File: config.mk
export PLATFORM = sky130hd
export DESIGN_NAME = ext_shift_pipe
export DESIGN_NICKNAME = d
export VERILOG_FILES = /design/src/rtl/ext_shift_pipe.sv
export SDC_FILE = /design/constraint.sdc
export NUM_CORES = 1
export LEC_CHECK = 0
export ABC_AREA = 1
export CORE_MARGIN = 1.5
export CORE_UTILIZATION = 30
export CTS_CLUSTER_DIAMETER = 100
export DETAILED_ROUTE_END_ITERATION = 8
export HOLD_SLACK_MARGIN = 0.08
export SLEW_MARGIN = 20
export SYNTH_ARGS = -nofsm -noshare
export SYNTH_HDL_FRONTEND = slang
export SYNTH_SLANG_ARGS = --single-unit
File: constraint.sdc
create_clock -name clk -period 5.2 [get_ports clk]
set_clock_uncertainty 0.15 [all_clocks]
set_input_delay 1.04 -clock clk [delete_from_list [all_inputs] [get_ports clk]]
set_output_delay 1.04 -clock clk [all_outputs]
set_load 0.02 [all_outputs]
File: src/rtl/ext_shift_pipe.sv
// Two-stage immediate extender and shifter with a valid/ready handshake on both sides.
// Stage 1 captures the extended word; stage 2 applies the mode's shift and holds the result.
module ext_shift_pipe #(
    parameter int IN_W    = 16,
    parameter int OUT_W   = 32,
    parameter int SHAMT_W = 5
) (
    input  logic               clk,
    input  logic               reset,
    input  logic               flush,
    input  logic               in_valid,
    output logic               in_ready,
    input  logic [IN_W-1:0]    in_data,
    input  logic [2:0]         in_mode,
    input  logic [SHAMT_W-1:0] in_shamt,
    output logic               out_valid,
    input  logic               out_ready,
    output logic [OUT_W-1:0]   out_data,
    output logic               out_err
);

    typedef enum logic [2:0] {
        MODE_SEXT   = 3'b000,
        MODE_ZEXT   = 3'b001,
        MODE_BRANCH = 3'b010,
        MODE_UPPER  = 3'b011,
        MODE_SLL    = 3'b100,
        MODE_SRL    = 3'b101,
        MODE_SRA    = 3'b110,
        MODE_ERR    = 3'b111
    } mode_e;

    localparam int UPPER_SHIFT = OUT_W - IN_W;

    logic               s1_valid_q, s1_valid_d;
    logic [OUT_W-1:0]   s1_word_q, s1_word_d;
    mode_e              s1_mode_q, s1_mode_d;
    logic [SHAMT_W-1:0] s1_shamt_q, s1_shamt_d;

    logic               out_valid_q, out_valid_d;
    logic [OUT_W-1:0]   out_data_q, out_data_d;
    logic               out_err_q, out_err_d;

    logic               s2_load;
    logic               s1_load;
    logic               accept;
    mode_e              in_mode_e;
    logic [OUT_W-1:0]   ext_word;
    logic [OUT_W-1:0]   shifted;

    assign in_mode_e = mode_e'(in_mode);

    always_comb begin
        // NOTE: every signal driven here gets a default first, so no path can infer a latch.
        s2_load     = !out_valid_q || out_ready;
        s1_load     = !s1_valid_q || s2_load;
        in_ready    = !reset && !flush && s1_load;
        accept      = in_valid && in_ready;

        if (in_mode_e == MODE_SEXT || in_mode_e == MODE_BRANCH || in_mode_e == MODE_SRA) begin
            ext_word = {{UPPER_SHIFT{in_data[IN_W-1]}}, in_data};
        end else begin
            ext_word = {{UPPER_SHIFT{1'b0}}, in_data};
        end

        // Native shifts already yield 0 (logical) or sign fill (arithmetic) once shamt >= OUT_W.
        shifted = '0;
        case (s1_mode_q)
            MODE_SEXT, MODE_ZEXT: shifted = s1_word_q;
            MODE_BRANCH:          shifted = s1_word_q << 2;
            MODE_UPPER:           shifted = s1_word_q << UPPER_SHIFT;
            MODE_SLL:             shifted = s1_word_q << s1_shamt_q;
            MODE_SRL:             shifted = s1_word_q >> s1_shamt_q;
            MODE_SRA:             shifted = $unsigned($signed(s1_word_q) >>> s1_shamt_q);
            default:              shifted = '0;
        endcase

        s1_valid_d  = s1_valid_q;
        s1_word_d   = s1_word_q;
        s1_mode_d   = s1_mode_q;
        s1_shamt_d  = s1_shamt_q;
        out_valid_d = out_valid_q;
        out_data_d  = out_data_q;
        out_err_d   = out_err_q;

        if (s1_load) begin
            s1_valid_d = accept;
        end
        if (accept) begin
            s1_word_d  = ext_word;
            s1_mode_d  = in_mode_e;
            s1_shamt_d = in_shamt;
        end
        if (s2_load) begin
            out_valid_d = s1_valid_q;
            if (s1_valid_q) begin
                out_data_d = shifted;
                out_err_d  = (s1_mode_q == MODE_ERR);
            end
        end
    end

    always_ff @(posedge clk) begin
        if (reset) begin
            s1_valid_q  <= 1'b0;
            out_valid_q <= 1'b0;
            out_data_q  <= '0;
            out_err_q   <= 1'b0;
        end else if (flush) begin
            s1_valid_q  <= 1'b0;
            out_valid_q <= 1'b0;
        end else begin
            s1_valid_q  <= s1_valid_d;
            out_valid_q <= out_valid_d;
            out_data_q  <= out_data_d;
            out_err_q   <= out_err_d;
        end
    end

    // NOTE: stage-1 payload is never reset; it is only observed while s1_valid_q is set.
    always_ff @(posedge clk) begin
        s1_word_q  <= s1_word_d;
        s1_mode_q  <= s1_mode_d;
        s1_shamt_q <= s1_shamt_d;
    end

    assign out_valid = out_valid_q;
    assign out_data  = out_data_q;
    assign out_err   = out_err_q;

endmodule

==> reports/summary.txt, run 1 <==
Run status - finished, final reports clean
Global-route wire length before repair - 28600 um
Top Family by Delay on Critical Path - buffers and inverters
Final critical-path required period - 3790 ps
Boundary pin count - 64
Worst-case clock buffer depth - 2
Busiest grt layer - met2
Max-slew violation total from the final report - 0
Post-synth top area share - 0.194
Initial standard-cell utilization of the core - 0.309
Layout overhead on the synthesized area - 21.8%
Number of DRC markers after the initial detailed-route iteration - 741
Total standard cell area after synthesis - 0.00473 mm^2
Beginning of the critical path - reset
RSZ-0062 raised after global routing - false
Met2 track demand over resource in global routing - 0.334
Layout cell share with drive strength beyond 1 - 0.0592
Worst Setup Slack post-DPL - 1400 ps
Count of antenna-violating nets left after detailed routing - 0
Die Y-Extent - 129 um
Clock tree from TritonCTS - yes
Met1 usage in global routing - 0.321
Highest attainable clock frequency - 0.264 GHz
Number of resized instances in the post-cts repair step - 0
Area of the core region - 0.0153 mm^2
Register-to-Register Path Depth - 7
Data required, critical path - 4010 ps
Basic-gate share of the synthesized area counting and, or, nand and nor cells - 0.432
Max capacitance violation total - 0
Top cells by instance count after synthesis - sky130_fd_sc_hd__nand2_1 (244), sky130_fd_sc_hd__nand3_1 (152), sky130_fd_sc_hd__a21oi_1 (60), sky130_fd_sc_hd__inv_1 (41)
Peak supply drop - 0.151 mV
Worst setup margin - 1410 ps
Number of design rule violations left after detail routing - 0
Total CTS buffers - 9
Total number of vias - 5570
Initial antenna violation count - 0
Full die area - 0.0165 mm^2
Critical path's slowest cell - sky130_fd_sc_hd__clkdlybuf4s50_1
Number of I/O port buffers - 63
Worst-path fanout max - 34
Final-report setup violation count - 0
Combinational family with the most area after synthesis - simple AND/OR/NAND/NOR gates
Number of synthesized flops with an enable pin - 25
Leading post-synthesis cells by cell area - sky130_fd_sc_hd__nand2_1 (19%), sky130_fd_sc_hd__nand3_1 (16%), sky130_fd_sc_hd__edfxtp_1 (16%)
Global route overflow - 0
Number of nets in the layout - 818
Final instance count without filler cells - 1005
Fraction of the yosys area taken by sequential cells - 0.307
Endpoint kind of the worst setup timing path - output port
Launch instance of the worst register-to-register path - s1_shamt_q[4]
Seq cells post-synth - 60
Sink Count - 60
Post-Place Cells - 989
Worst slew margin relative to its limit - 0.354
GRT Resource Usage Total - 0.231
Horiz. Die Dim - 129 um
Ys flop type - sky130_fd_sc_hd__dfxtp_1
Area leader, netlist - sky130_fd_sc_hd__nand2_1
Root Buffer Master - sky130_fd_sc_hd__clkbuf_16
Vias in the first global route - 5109
Category of the critical setup timing path - input port to output port
Longest individual stage delay on the worst path - 520 ps
Fraction of the mapped netlist area in adder cells - 0
Proportion of synthesized flip-flops having asynchronous set or reset - 0
Least-Margin Pin Slew - 968 ps
Most frequent cell on the critical path - sky130_fd_sc_hd__clkdlybuf4s50_1
Largest net degree at the start of global routing - 47
Endpoints failing hold - 0
Count of cells along the worst hold path - 2
Hold Buf Count CTS - 0
Cell Pwr Density - 232 mW/mm^2
Number of cells produced by synthesis - 751
Number of search-and-repair iterations in the first detailed-routing pass - 6
Worst path depth - 6
Setup total negative slack - 0 ps
Insertion delay of the later-clocked pin in the worst-skew pair - 350 ps
Final worst-path cycle share - 0.730
Routed length per instance - 18.3 um
Fin util - 0.376
Global routing met3 resource utilization - 0.0470
Final antenna diode count - 0
Crit path buf inv count - 4
Yosys warnings - 0
Critical path startpoint category - input port
Worst Hold Slack - 314 ps
Via-to-Cell Ratio - 5.54
Number of unique standard cell types used by synthesis - 38
Data arrival time of the critical path - 2600 ps
HPWL after detailed placement - 13700 um
Leakage - 2.35 nW
Sequence of cells on the critical path - clkdlybuf4s50_1 > buf_4 > nor2_1 > nand2_1 > inv_1 > clkdlybuf4s50_1
Hold wc startpoint - out_data[5]
Final Wtd Congestion - 0.994
Mux cell area share after synthesis - 0
CTS H-Tree Depth - 3
Cell row count - 45
Total detailed-routing wirelength - 18300 um
Most numerous cell in the Yosys netlist - sky130_fd_sc_hd__nand2_1
Avg Inst Size Synth - 6.30 um^2
Post-synthesis net count - 780
Post CTS Setup Buffer Count - 0
Clk pin slew, worst setup/hold paths - 60 ps
Post-synthesis compound-gate area fraction - 0.167
Xor and xnor fraction of the mapped netlist area - 0
Tightest Hold Check Type - register to register
## kinds of logic after synthesis
logic type	count (synthesis)
compound gates	137
buf+inv	94
flops	60
simple gates	460
## sequential cells by signal (all words and copies together) (netlist names)
register,count
out_valid,1
out_err,1
s1_mode_q,3
out_data,32
s1_valid_q,1
s1_word_q,17
s1_shamt_q,5
## tightest hold or removal path, cell delays in order (launching register included)
cell	delay [ps]
sky130_fd_sc_hd__dfxtp_1	310
sky130_fd_sc_hd__nand2_1	60
sky130_fd_sc_hd__a21oi_1	50
## worst paths after layout
| kind | endpoint | slack [ps] |
|---|---|---|
| setup / recovery | in_ready | 1410 |
| hold / removal | out_data[5] | 310 |
| setup reg to reg | out_data[26] | 2470 |
| hold reg to reg | out_data[5] | 310 |
## layout make-up
| class | count | area [um^2] |
|---|---|---|
| fill | 1703 | 9550 |
| clock buffer | 15 | 310 |
| multi-input combinational | 597 | 2840 |
| inverter | 51 | 199 |
| timing repair buffer | 70 | 683 |
| clock inverter | 1 | 8.76 |
| tap | 211 | 264 |
| sequential | 60 | 1450 |
## power by group
group	internal, mW	total (mW)	switching [mW]
clock network	0.408	0.629	0.221
registers	0.503	0.516	0.0137
logic	0.0675	0.192	0.124
## per-layer routing
| layer | up-vias | share of wire |
|---|---|---|
| li1 | 2650 | - |
| met1 | 2538 | 0.44 |
| met2 | 317 | 0.41 |
| met3 | 65 | 0.093 |
| met4 | 0 | 0.056 |
| met5 | - | 0 |
## through the flow
step	area, um^2	total power [mW]
after global placement	5440	0.714
after detailed placement	5440	0.712
final	5760	1.34
after global routing	5760	1.39
after CTS	5760	1.34
after floorplan	4730	0.640
## placed cells by master, fill, tap and decap left out, types with 11 or more instances in the layout
master                            instances
sky130_fd_sc_hd__o211ai_1                14
sky130_fd_sc_hd__clkbuf_16               11
sky130_fd_sc_hd__inv_1                   41
sky130_fd_sc_hd__o21ai_0                 28
sky130_fd_sc_hd__clkdlybuf4s50_1         63
sky130_fd_sc_hd__nand2_1                244
sky130_fd_sc_hd__nor2_1                  34
sky130_fd_sc_hd__a21oi_1                 60
sky130_fd_sc_hd__edfxtp_1                25
sky130_fd_sc_hd__dfxtp_1                 35
sky130_fd_sc_hd__nand3_1                152
Note: power is estimated with default switching activity, not from simulation.
==> inputs of run 2 (changes only) <==
==> constraint.sdc (replaced) <==
create_clock -name clk -period 3.15 [get_ports clk]
set_clock_uncertainty 0.15 [all_clocks]
set_input_delay 0.63 -clock clk [delete_from_list [all_inputs] [get_ports clk]]
set_output_delay 0.63 -clock clk [all_outputs]
set_load 0.02 [all_outputs]
==> reports/summary.txt, run 2 (same netlist as run 1, synthesis figures left out) <==
Routed length per instance - 18.1 um (-0.70%)
Peak supply drop - 0.319 mV (+110%)
Endpoints failing hold - 0 (unchanged)
Clock tree from TritonCTS - yes
Commonest cells after routing, fill and taps aside - sky130_fd_sc_hd__nand2_1 (244), sky130_fd_sc_hd__nand3_1 (152), sky130_fd_sc_hd__clkdlybuf4s50_1 (63)
Root Buffer Master - sky130_fd_sc_hd__clkbuf_16
Power share of the combinational group - 0.155 (+0.012)
Final instance count without filler cells - 1014 (+0.90%)
Net switching fraction of the power - 0.274 (+0.00533)
Run status - finished, final reports clean
Post CTS Setup Buffer Count - 0 (unchanged)
Number of design rule violations left after detail routing - 0 (unchanged)
Worst-path fanout max - 2 (-94%)
Boundary pin count - 64 (unchanged)
Tightest Hold Check Type - register to register
Max capacitance violation total - 0 (unchanged)
Die Y-Extent - 129 um (unchanged)
RSZ-0062 raised after global routing - false
Data required, critical path - 2370 ps (-1640 ps)
Layout cell share with drive strength beyond 1 - 0.0710 (+0.0118)
Register share of total power - 0.405 (+0.019)
Category of the critical setup timing path - input port to output port
Endpoint kind of the worst setup timing path - output port
Number of search-and-repair iterations in the first detailed-routing pass - 6 (unchanged)
Via-to-Cell Ratio - 5.44 (-1.9%)
Fin util - 0.379 (+0.00270)
Number of nets in the layout - 827 (+1.1%)
Leakage - 2.38 nW (+1.3%)
Most frequent cell on the critical path - sky130_fd_sc_hd__inv_1
Final antenna diode count - 0 (unchanged)
Critical path startpoint category - input port
Switching power - 0.572 mW (+59%)
Total CTS buffers - 9 (unchanged)
Number of DRC markers after the initial detailed-route iteration - 607 (-18%)
Final worst-path cycle share - 0.904
Highest attainable clock frequency - 0.351 GHz
Number of resized instances in the post-cts repair step - 0 (unchanged)
Max-slew violation total from the final report - 0 (unchanged)
Total detailed-routing wirelength - 18400 um (+0.19%)
Insertion delay of the later-clocked pin in the worst-skew pair - 340 ps (about the same)
Global route overflow - 0 (unchanged)
Horiz. Die Dim - 129 um (unchanged)
Cell Pwr Density - 360 mW/mm^2 (+55%)
Vias in the first global route - 5214 (+2.1%)
Post-Place Cells - 998 (+0.91%)
Most common cell after layout, fill and taps aside - sky130_fd_sc_hd__nand2_1
GRT Resource Usage Total - 0.231 (+0.000577)
Relative contribution of the clock network to total power - 0.439 (-0.031)
CTS H-Tree Depth - 3 (unchanged)
Sequential cell area in the final layout - 0.00145 mm^2 (unchanged)
Flip-flop count of the largest register after layout - 32 (unchanged)
Area of the core region - 0.0153 mm^2 (unchanged)
Layout overhead on the synthesized area - 22.7%
Number of inserted filler cells in the final layout - 1732 (+1.7%)
Sequence of cells on the critical path - clkdlybuf4s50_1 > nor2_1 > inv_1 > nor2_1 > inv_1 > nand2_1 > inv_1 > clkdlybuf4s50_1
Count of antenna-violating nets left after detailed routing - 0 (unchanged)
Final critical-path required period - 2850 ps
Total number of vias - 5515 (-0.99%)
Setup total negative slack - 0 ps (unchanged)
Data arrival time of the critical path - 2070 ps (-530 ps)
Critical path's slowest cell - sky130_fd_sc_hd__clkdlybuf4s50_1
Initial standard-cell utilization of the core - 0.309 (unchanged)
Clk pin slew, worst setup/hold paths - 50 ps (about the same)
Sink Count - 60 (unchanged)
Design internal power - 1.52 mW (+55%)
Final-report setup violation count - 0 (unchanged)
Initial antenna violation count - 0 (unchanged)
Multi-input logic area - 0.00284 mm^2 (unchanged)
Number of I/O port buffers - 63 (unchanged)
Full die area - 0.0165 mm^2 (unchanged)
Worst slew margin relative to its limit - 0.554 (+0.199)
HPWL after detailed placement - 13900 um (+1.8%)
Post-layout total power - 2.09 mW (+56%)
Cell row count - 45 (unchanged)
Least-Margin Pin Slew - 669 ps (-299 ps)
Hold Buf Count CTS - 0 (unchanged)
Global-route wire length before repair - 28900 um (+1.3%)
Worst-case clock buffer depth - 2 (unchanged)
Final Wtd Congestion - 1.00 (+0.72%)
Largest net degree at the start of global routing - 39 (-17%)
Longest individual stage delay on the worst path - 520 ps (about the same)
run 2: cell count changes in the layout (fill, tap and decap cells not counted):
cell / before / now
sky130_fd_sc_hd__buf_4: 7 / 15
sky130_fd_sc_hd__clkbuf_16: 11 / 9
sky130_fd_sc_hd__clkinv_2: 0 / 2
sky130_fd_sc_hd__buf_12: 0 / 1
sky130_fd_sc_hd__clkbuf_1: 2 / 1
sky130_fd_sc_hd__clkinv_4: 1 / 0
sky130_fd_sc_hd__clkinvlp_4: 0 / 1
sky130_fd_sc_hd__inv_4: 1 / 2
run 2: worst max-delay path, delay by kind of cell:
family | cells | cell delay, ps
and+or+nand+nor | 3 | 330
buffers and inverters | 5 | 1090
run 2: final cells by class:
cell class                 instances  area share
multi-input combinational        597       0.490
tap                              211      0.0455
clock buffer                      12      0.0442
sequential                        60       0.250
timing repair buffer              79       0.132
clock inverter                     4     0.00410
inverter                          51      0.0343
run 2: power groups by stage:
| stage | combinational (mW) | clock [mW] | sequential [mW] |
|---|---|---|---|
| 2_1_floorplan | 0.191 | 0 | 0.865 |
| 3_3_place_gp | 0.320 | 0 | 0.862 |
| 3_5_place_dp | 0.317 | 0 | 0.862 |
| 4_1_cts | 0.318 | 0.953 | 0.846 |
| 5_1_grt | 0.357 | 0.991 | 0.848 |
| 6_report | 0.324 | 0.919 | 0.847 |
run 2: path summary, 6_finish.rpt:
kind / cells after the start / slack, ps / from / to
worst min-delay path: 2 / 310 / out_data[30] / out_data[30]
worst min register to register: 2 / 310 / out_data[30] / out_data[30]
worst max register to register: 10 / 880 / s1_shamt_q[2] / out_data[23]
worst max-delay path: 8 / 300 / out_ready / in_ready
run 2: metal layers:
| layer | vias up | GRT usage | wire [um] |
|---|---|---|---|
| met1 | 2557 | 0.314 | 8030 |
| li1 | 2664 | - | - |
| met5 | - | 0 | 0 |
| met2 | 252 | 0.343 | 7890 |
| met4 | 0 | 0.115 | 845 |
| met3 | 42 | 0.0553 | 1610 |
run 2: per-stage QoR:
step | instance area (um^2) | hold slack, ps | setup slack, ps
5_1_grt | 5800 | 329 | 159
3_5_place_dp | 5520 | 305 | 309
6_report | 5800 | 310 | 301
4_1_cts | 5800 | 312 | 299
2_1_floorplan | 4730 | 303 | 568
3_3_place_gp | 5520 | 305 | 309
==> inputs of run 3 (changes only) <==
--- a/config.mk
+++ b/config.mk
@@ -6,11 +6,14 @@
 export NUM_CORES = 1
 export LEC_CHECK = 0
 export ABC_AREA = 1
+export CELL_PAD_IN_SITES_DETAIL_PLACEMENT = 1
+export CELL_PAD_IN_SITES_GLOBAL_PLACEMENT = 2
 export CORE_MARGIN = 1.5
-export CORE_UTILIZATION = 30
-export CTS_CLUSTER_DIAMETER = 100
+export CORE_UTILIZATION = 27
+export CTS_CLUSTER_DIAMETER = 150
 export DETAILED_ROUTE_END_ITERATION = 8
 export HOLD_SLACK_MARGIN = 0.08
+export PLACE_DENSITY_LB_ADDON = 0.1
 export SLEW_MARGIN = 20
 export SYNTH_ARGS = -nofsm -noshare
 export SYNTH_HDL_FRONTEND = slang
==> reports/summary.txt, run 3 (same netlist as run 1, synthesis figures left out) <==
Hold Buf Count CTS - 0 (unchanged)
Number of I/O port buffers - 63 (unchanged)
Insertion delay of the later-clocked pin in the worst-skew pair - 350 ps (about the same)
Full die area - 0.0183 mm^2 (+11%)
Flip-flop count of the largest register after layout - 32 (unchanged)
Multi-input logic area - 0.00284 mm^2 (unchanged)
Beginning of the critical path - out_ready
Post-layout total power - 2.08 mW (-0.31%)
Fin util - 0.338 (-0.0411)
Data required, critical path - 2370 ps (about the same)
Worst-path fanout max - 2 (unchanged)
Critical path startpoint category - input port
Endpoint kind of the worst setup timing path - output port
Total number of vias - 5488 (-0.49%)
Final worst-path cycle share - 0.923 (+0.0187)
Number of nets in the layout - 826 (-0.12%)
Die Y-Extent - 135 um (+5.3%)
Endpoints failing hold - 0 (unchanged)
Sequential cell area in the final layout - 0.00145 mm^2 (unchanged)
Post CTS Setup Buffer Count - 0 (unchanged)
Horiz. Die Dim - 135 um (+5.3%)
Least-Margin Pin Slew - 552 ps (-116 ps)
RSZ-0062 raised after global routing - false
Clock tree from TritonCTS - yes
Peak supply drop - 0.249 mV (-22%)
HPWL after detailed placement - 17000 um (+22%)
Worst slew margin relative to its limit - 0.630 (+0.0768)
GRT Resource Usage Total - 0.246 (+0.0147)
Layout cell share with drive strength beyond 1 - 0.0673 (-0.00365)
Cell Pwr Density - 359 mW/mm^2 (-0.31%)
Area of the core region - 0.0172 mm^2 (+12%)
Global-route wire length before repair - 33200 um (+15%)
Largest net degree at the start of global routing - 47 (+21%)
Post-Place Cells - 1011 (+1.3%)
Clk pin slew, worst setup/hold paths - 50 ps (about the same)
Number of search-and-repair iterations in the first detailed-routing pass - 5 (-1)
Layout overhead on the synthesized area - 22.7% (unchanged)
Number of design rule violations left after detail routing - 0 (unchanged)
Hold wc startpoint - out_data[18]
Launch instance of the worst register-to-register path - s1_mode_q[2]
Cell row count - 48 (+6.7%)
Longest individual stage delay on the worst path - 530 ps (about the same)
Leakage - 2.37 nW (-0.67%)
Routed length per instance - 21.2 um (+17%)
Number of resized instances in the post-cts repair step - 0 (unchanged)
Tightest Hold Check Type - register to register
Number of DRC markers after the initial detailed-route iteration - 368 (-39%)
Sequence of cells on the critical path - clkdlybuf4s50_1 > nor2_1 > inv_1 > nor2_1 > inv_1 > nand2_1 > inv_1 > clkdlybuf4s50_1
CTS H-Tree Depth - 3 (unchanged)
Commonest cells after routing, fill and taps aside - sky130_fd_sc_hd__nand2_1 (244), sky130_fd_sc_hd__nand3_1 (152), sky130_fd_sc_hd__clkdlybuf4s50_1 (63)
Category of the critical setup timing path - input port to output port
Final antenna diode count - 0 (unchanged)
Critical path's slowest cell - sky130_fd_sc_hd__clkdlybuf4s50_1
Global route overflow - 0 (unchanged)
Final instance count without filler cells - 1027 (+1.3%)
Worst Hold Slack - 312 ps (+2.26 ps)
Run status - finished, final reports clean
Worst-case clock buffer depth - 2 (unchanged)
Initial antenna violation count - 0 (unchanged)
Data arrival time of the critical path - 2130 ps (+60 ps)
Via-to-Cell Ratio - 5.34 (-1.7%)
Initial standard-cell utilization of the core - 0.275 (-0.0335)
Total detailed-routing wirelength - 21700 um (+18%)
Final Wtd Congestion - 0.970 (-3.1%)
Setup total negative slack - 0 ps (unchanged)
Total CTS buffers - 9 (unchanged)
Number of inserted filler cells in the final layout - 2237 (+29%)
Max-slew violation total from the final report - 0 (unchanged)
Highest attainable clock frequency - 0.344 GHz (-2.0%)
Final-report setup violation count - 0 (unchanged)
Boundary pin count - 64 (unchanged)
Root Buffer Master - sky130_fd_sc_hd__clkbuf_16
Sink Count - 60 (unchanged)
Count of antenna-violating nets left after detailed routing - 0 (unchanged)
Final critical-path required period - 2910 ps (+59.1 ps)
Most frequent cell on the critical path - sky130_fd_sc_hd__inv_1
Vias in the first global route - 5563 (+6.7%)
Most common cell after layout, fill and taps aside - sky130_fd_sc_hd__nand2_1
Max capacitance violation total - 0 (unchanged)
==> run 3: final cells by class <==
class / instances / area share
Clock inverter: 6 / 0.00712
Inverter: 51 / 0.0343
Clock buffer: 10 / 0.0395
Multi-Input combinational cell: 597 / 0.490
Timing Repair Buffer: 78 / 0.130
Sequential cell: 60 / 0.250
Tap cell: 225 / 0.0485
==> run 3: worst max-delay path, delay by kind of cell <==
family	cells	cell delay, ps
and+or+nand+nor	3	370
buffers and inverters	5	1140
==> run 3: path summary, 6_finish.rpt <==
| path | cells past startpoint | to | slack [ps] |
|---|---|---|---|
| worst max-delay path | 8 | in_ready | 240 |
| worst min-delay path | 2 | out_data[18] | 310 |
| worst max register to register | 9 | out_data[17] | 830 |
| worst min register to register | 2 | out_data[18] | 310 |
==> run 3: per-stage QoR <==
stage	setup slack (ps)	area, um^2
after floorplan	568	4730
after CTS	224	5800
after global routing	168	5800
after detailed placement	223	5530
final	242	5800
after global placement	300	5530
==> run 3: per-layer routing <==
metal  up-vias  global-route usage  wire, um
met4         0               0.106       753
met5         -                   0         0
li1       2659                   -         -
met3        32              0.0412      1060
met2       151               0.394     10000
met1      2646               0.326      9930
==> run 3: report_power, final <==
group	total [mW]	switching, mW	internal, mW
clock	0.902	0.372	0.530
combinational	0.333	0.217	0.116
sequential	0.848	0.0192	0.829
